==> src/rtl/tdc_sample_accumulator.sv <==
// Purpose: synchronizes the sensor's delayed_clk and counts high samples and transitions over 2^WIN_LOG2 samples.
// Latency: result_valid rises SYNC_STAGES+2^WIN_LOG2+1 cycles after start is sampled.
// Backpressure: results are held in DONE until result_ack; start is ignored outside IDLE.
// Build option: define TDC_EDGE_COUNT_EN to build the transition counter (otherwise edge_count is tied to 0).
module tdc_sample_accumulator #(
  parameter int WIN_LOG2    = 8,
  parameter int SYNC_STAGES = 2
) (
  input  logic       clk,
  input  logic       rst,
  input  logic       delayed_clk,
  input  logic       start,
  input  logic       result_ack,
  output logic       busy,
  output logic       result_valid,
  output logic [7:0] ones_count,
  output logic [7:0] edge_count
);

  // Counters hold up to 2^WIN_LOG2 without wrapping.
  localparam int CW = WIN_LOG2 + 1;

  localparam logic [CW-1:0] WIN_LAST    = CW'((2 ** WIN_LOG2) - 1);
  localparam logic [CW-1:0] SETTLE_LAST = CW'(SYNC_STAGES - 1);

  // LATCH is a one-cycle tail after the window: the last sample lands in the
  // counters at the final MEASURE edge, and the saturated copies are taken
  // from the counters on the following edge, which is the DONE entry edge.
  localparam logic [2:0] ST_IDLE    = 3'd0;
  localparam logic [2:0] ST_SETTLE  = 3'd1;
  localparam logic [2:0] ST_MEASURE = 3'd2;
  localparam logic [2:0] ST_LATCH   = 3'd3;
  localparam logic [2:0] ST_DONE    = 3'd4;

  logic [SYNC_STAGES-1:0] r_sync;
  logic                   w_s;
  logic [2:0]             r_state;
  logic [2:0]             w_state_nxt;
  logic [CW-1:0]          r_phase_cnt;
  logic [CW-1:0]          r_ones;
  logic                   r_busy;
  logic                   r_valid;
  logic [7:0]             r_ones_count;
  logic                   w_start_acc;

  // Clamp a counter value to the 8-bit result range.
  function automatic logic [7:0] sat8(input logic [CW-1:0] v);
    logic [31:0] wide;
    wide = 32'(v);
    if (wide > 32'd255) begin
      return 8'hFF;
    end
    return wide[7:0];
  endfunction

  // Synchronizer chain; free-running, not reset, so it keeps flushing during reset.
  always_ff @(posedge clk) begin
    r_sync <= {r_sync[SYNC_STAGES-2:0], delayed_clk};
  end

  assign w_s         = r_sync[SYNC_STAGES-1];
  assign w_start_acc = (r_state == ST_IDLE) && start;

  // Next-state decode; start and ack only matter in their own states.
  always_comb begin
    w_state_nxt = r_state;
    case (r_state)
      ST_IDLE: begin
        if (start) begin
          w_state_nxt = ST_SETTLE;
        end
      end
      ST_SETTLE: begin
        if (r_phase_cnt == SETTLE_LAST) begin
          w_state_nxt = ST_MEASURE;
        end
      end
      ST_MEASURE: begin
        if (r_phase_cnt == WIN_LAST) begin
          w_state_nxt = ST_LATCH;
        end
      end
      ST_LATCH: begin
        w_state_nxt = ST_DONE;
      end
      ST_DONE: begin
        if (result_ack) begin
          w_state_nxt = ST_IDLE;
        end
      end
      default: begin
        w_state_nxt = ST_IDLE;
      end
    endcase
  end

  // State register plus status flags decoded from the next state so they are registered outputs.
  always_ff @(posedge clk) begin
    if (rst) begin
      r_state <= ST_IDLE;
      r_busy  <= 1'b0;
      r_valid <= 1'b0;
    end else begin
      r_state <= w_state_nxt;
      r_busy  <= (w_state_nxt == ST_SETTLE) || (w_state_nxt == ST_MEASURE);
      r_valid <= (w_state_nxt == ST_DONE);
    end
  end

  // Per-phase cycle counter; restarts whenever the state changes.
  always_ff @(posedge clk) begin
    if (rst) begin
      r_phase_cnt <= '0;
    end else if (w_state_nxt != r_state) begin
      r_phase_cnt <= '0;
    end else if ((r_state == ST_SETTLE) || (r_state == ST_MEASURE)) begin
      r_phase_cnt <= r_phase_cnt + CW'(1);
    end
  end

  // High-sample accumulator, cleared when a measurement is accepted.
  always_ff @(posedge clk) begin
    if (rst) begin
      r_ones <= '0;
    end else if (w_start_acc) begin
      r_ones <= '0;
    end else if (r_state == ST_MEASURE) begin
      r_ones <= r_ones + CW'(w_s);
    end
  end

  // Published ones result; only changes on DONE entry.
  always_ff @(posedge clk) begin
    if (rst) begin
      r_ones_count <= 8'd0;
    end else if (r_state == ST_LATCH) begin
      r_ones_count <= sat8(r_ones);
    end
  end

  assign busy         = r_busy;
  assign result_valid = r_valid;
  assign ones_count   = r_ones_count;

`ifdef TDC_EDGE_COUNT_EN
  logic [CW-1:0] r_edges;
  logic          r_prev;
  logic          r_first;
  logic [7:0]    r_edge_count;

  // Transition counter; the first window sample has no predecessor so it never counts.
  always_ff @(posedge clk) begin
    if (rst) begin
      r_edges <= '0;
      r_prev  <= 1'b0;
      r_first <= 1'b0;
    end else if (w_start_acc) begin
      r_edges <= '0;
      r_prev  <= 1'b0;
      r_first <= 1'b1;
    end else if (r_state == ST_MEASURE) begin
      r_prev  <= w_s;
      r_first <= 1'b0;
      if (!r_first && (w_s != r_prev)) begin
        r_edges <= r_edges + CW'(1);
      end
    end
  end

  // Published transition result; only changes on DONE entry.
  always_ff @(posedge clk) begin
    if (rst) begin
      r_edge_count <= 8'd0;
    end else if (r_state == ST_LATCH) begin
      r_edge_count <= sat8(r_edges);
    end
  end

  assign edge_count = r_edge_count;
`else
  assign edge_count = 8'd0;
`endif

endmodule
==> config.mk <==
export PLATFORM = sky130hd
export DESIGN_NAME = tdc_sample_accumulator
export DESIGN_NICKNAME = d
export VERILOG_FILES = /design/src/rtl/tdc_sample_accumulator.sv
export SDC_FILE = /design/constraint.sdc
export NUM_CORES = 1
export LEC_CHECK = 0
export ABC_CLOCK_PERIOD_IN_PS = 2600
export CAP_MARGIN = 0
export CORE_AREA = 2 2 55 57
export CTS_CLUSTER_SIZE = 30
export DETAILED_ROUTE_END_ITERATION = 16
export DIE_AREA = 0 0 57 59
export GPL_TIMING_DRIVEN = 0
export PLACE_DENSITY = 0.82
export SLEW_MARGIN = 20
export SYNTH_ARGS = -nofsm -noshare
export SYNTH_HDL_FRONTEND = slang
export SYNTH_SLANG_ARGS = --single-unit
==> constraint.sdc <==
create_clock -name clk -period 2.6 [get_ports clk]
set_input_delay 0.26 -clock clk [delete_from_list [all_inputs] [get_ports clk]]
set_output_delay 0.26 -clock clk [all_outputs]
set_load 0.03 [all_outputs]
==> key figures <==
Placement
  – PortBufs: 14
  – Detailed Place HPWL: 2000 um
  – Placer Congestion: 0.832

Power and ir drop
  – Pleak: 0.668 nW
  – Power density cells: 602 nW/um2
  – VDD IR-drop max: 575 uV

Detailed routing
  – Via count: 1243
  – Starting DRT DRC Count: 35
  – Drt wl/cell: 12.1 um
  – Routed WL: 2790 um
  – 1st-pass router iterations: 4
  – Drt drc: 0
  – Vias per std cell: 5.38
  – Antenna-violating nets left: 0

STA
  – Highest Clock Rate: 0.532 GHz
  – Worst slew pin tran: 0.538 ns
  – Worst clock skew: 0.0120 ns
  – Min Tclk post-route: 1.88 ns
  – Pins over their slew limit: 0
  – Relative slew margins: 0.639
  – Final period utilization: 0.723
  – Final hold vios: 0
  – Final Setup Violations: 0
  – Setup_tns: 0 ns
  – RSZ-0062 raised after global routing: no

Floorplan
  – Die area: 3360 um2
  – Row cnt: 19
  – Die Height: 59 um
  – Top-Level Pins: 23
  – Die Wd: 57 um
  – Starting Density: 0.564
  – Core Area: 2710 um2

Critical path
  – RR Startpoint: r_phase_cnt[0]$_SDFFE_PP0P_
  – Critical Path AT: 2.14 ns
  – Worst setup path startpoint: r_phase_cnt[0]$_SDFFE_PP0P_
  – Largest stage delay, worst path: 0.36 ns
  – CP Capture Type: flip-flop
  – Slowest CP cell: dfxtp_1
  – Reg-to-reg setup timing slack: 0.72 ns
  – CP dominant cell by count: ha_1
  – Crit path max fanout: 9
  – Crit path to: r_phase_cnt[1]$_SDFFE_PP0P_
  – R2R Path End: r_phase_cnt[1]$_SDFFE_PP0P_
  – Setup Crit Path Kind: flip-flop to flip-flop
  – Crit start category: flip-flop
  – WP data required: 2.86 ns
  – Buffers & Inverters on Critical Path: 1
  – Crit path depth: 9
  – Reg2Reg Depth: 9
  – Worst path cell trace: ha_1, nand3_1, nor2_1, ha_1, mux2i_1, o21ai_0, a211o_1, buf_6, a211oi_2
  – Crit-path leading delay family: compound AO/OA/AOI/OAI gates

Global route
  – Gr usage total: 0.191
  – First-pass GRT wire length: 5000 um
  – Initial antenna violation count: 0
  – Vias in the first global route: 1197
  – Largest net degree at the start of global routing: 12
  – Total grt overflow: 0

Logic synthesis
  – Number of unique standard cell types used by synthesis: 35
  – Synth area leaders: dfxtp_1, nor2_1, xnor2_1
  – Count leader, synth: nor2_1
  – Area share of the largest cell type after synthesis: 0.432
  – Share of the yosys chip area belonging to registers: 0.432
  – Post-synth top cells: nor2_1, dfxtp_1, xnor2_1
  – Post-Syn Area: 1530 um2
  – Yosys reg bits: 33
  – Post-synth EDFFs: 0
  – Synth Flop Type: dfxtp_1
  – Area leader, netlist: dfxtp_1
  – Synth async-reset ratio: 0
  – Yosys Warn Count: 0
  – Post-Syn Instances: 171
  – Syn_area_per_cell: 8.94 um2

CTS
  – Sink Count: 33
  – Root Driver: clkbuf_4
  – CTS Hold Bufs: 0
  – TritonCTS Buffers: 5
  – Worst skew pair latency: 0.33 ns
  – Clock tree buffer depth: 2
  – Htree depth: 2
  – Post CTS Setup Buffer Count: 0
  – TritonCTS clock tree: built
  – Post-CTS resize count: 0
  – Clock slew at reported path FFs: 0.10 ns

Finish
  – Antenna diodes: 0
  – Share of layout cells above drive strength 1: 0.135
  – Layout Utilization: 0.678
  – Area growth, synth to finish: 20.1%
  – Fill cells: 205
  – Final nets: 209

Run status
  – Status: finished clean

Job
  – Max_cap viols: 0

Hold path
  – Hold Path Class: flip-flop to flip-flop
how the worst min path moves through the flow:
stage                           start                end  slack (ns)  depth (start not counted)
floorplan                 delayed_clk  r_sync[0]$_DFF_P_        0.29                          0
global placement    r_sync[0]$_DFF_P_  r_sync[1]$_DFF_P_        0.31                          0
detailed placement  r_sync[0]$_DFF_P_  r_sync[1]$_DFF_P_        0.33                          0
CTS                       delayed_clk  r_sync[0]$_DFF_P_        0.35                          1
global route        r_sync[0]$_DFF_P_  r_sync[1]$_DFF_P_        0.36                          0
finish              r_sync[0]$_DFF_P_  r_sync[1]$_DFF_P_        0.35                          0
final cells by class:
type,count,area [um2],share of cell area
multi-input cells,124,767,0.418
clock inverters,3,65.1,0.0354
plain buffers,18,116,0.0634
flip-flops and latches,33,661,0.360
well taps,31,38.8,0.0211
inverters,3,11.3,0.00613
repair buffers,14,140,0.0763
clock buffers,5,37.5,0.0204
logic make-up after synthesis:
kind of cell,Yosys count,synth area share
other cells,1,0.00245
buf+inv,21,0.0835
xor+xnor,14,0.0802
mux,3,0.0196
compound gates,20,0.0990
simple gates,74,0.242
fa+ha+maj,5,0.0409
flops,33,0.432
flip-flops by register name, summed over array words and instances (netlist names):
name / count
r_phase_cnt: 9
ones_count: 8
r_ones: 9
r_sync: 2
busy: 1
result_valid: 1
r_state: 3
per-layer routing:
layer / part of all wire / vias to the layer above / track usage
met4: 0.013 / 0 / 0.0831
li1: - / 632 / -
met2: 0.47 / 36 / 0.314
met5: 0 / - / 0
met3: 0.051 / 5 / 0.0524
met1: 0.47 / 570 / 0.236
through the flow:
step / instances / setup WS, ns / total power, mW / hold WS, ns / area [um2]
finish: 231 / 0.720 / 1.11 / 0.346 / 1840
global placement: 223 / 0.818 / 0.642 / 0.311 / 1730
detailed placement: 223 / 0.781 / 0.645 / 0.334 / 1730
floorplan: 178 / 0.924 / 0.620 / 0.288 / 1560
global route: 231 / 0.618 / 1.15 / 0.360 / 1840
CTS: 231 / 0.715 / 1.11 / 0.353 / 1840
worst reg2reg max path: stages (launching register included):
cell,delay (ns)
dfxtp_1,0.36
ha_1,0.24
nand3_1,0.09
nor2_1,0.05
ha_1,0.20
mux2i_1,0.18
o21ai_0,0.11
a211o_1,0.31
buf_6,0.14
a211oi_2,0.14
layout by cell type, fill, tap and decap left out:
cell / Yosys / layout
a2111o_1: 1 / 1
a211o_1: 1 / 1
a211oi_1: 9 / 9
a211oi_2: 2 / 2
a21oi_1: 4 / 4
and3_1: 1 / 1
and4_1: 1 / 1
and4bb_2: 1 / 1
buf_1: 1 / 1
buf_2: 3 / 3
buf_4: 10 / 10
buf_6: 1 / 1
bufinv_16: 0 / 2
clkbuf_1: 3 / 3
clkbuf_4: 0 / 5
clkdlybuf4s50_1: 0 / 14
clkinv_2: 0 / 1
conb_1: 1 / 8
dfxtp_1: 33 / 33
ha_1: 5 / 5
inv_1: 3 / 3
mux2i_1: 3 / 3
nand2_1: 4 / 4
nand3_1: 5 / 5
nand4_1: 3 / 3
nand4b_1: 2 / 2
nor2_1: 40 / 40
nor3_1: 6 / 6
nor3b_1: 1 / 1
nor3b_2: 1 / 1
nor4_1: 2 / 2
nor4b_1: 3 / 3
o21ai_0: 2 / 2
o22a_1: 1 / 1
or2_2: 1 / 1
or3_1: 2 / 2
or3b_1: 1 / 1
xnor2_1: 11 / 11
xor2_1: 3 / 3
power by group:
part	internal (mW)	switching [mW]
Sequential	0.515	0.00624
Clock	0.298	0.175
Combinational	0.0459	0.0664
Total	0.859	0.247
(Power assumes the default switching activity.)
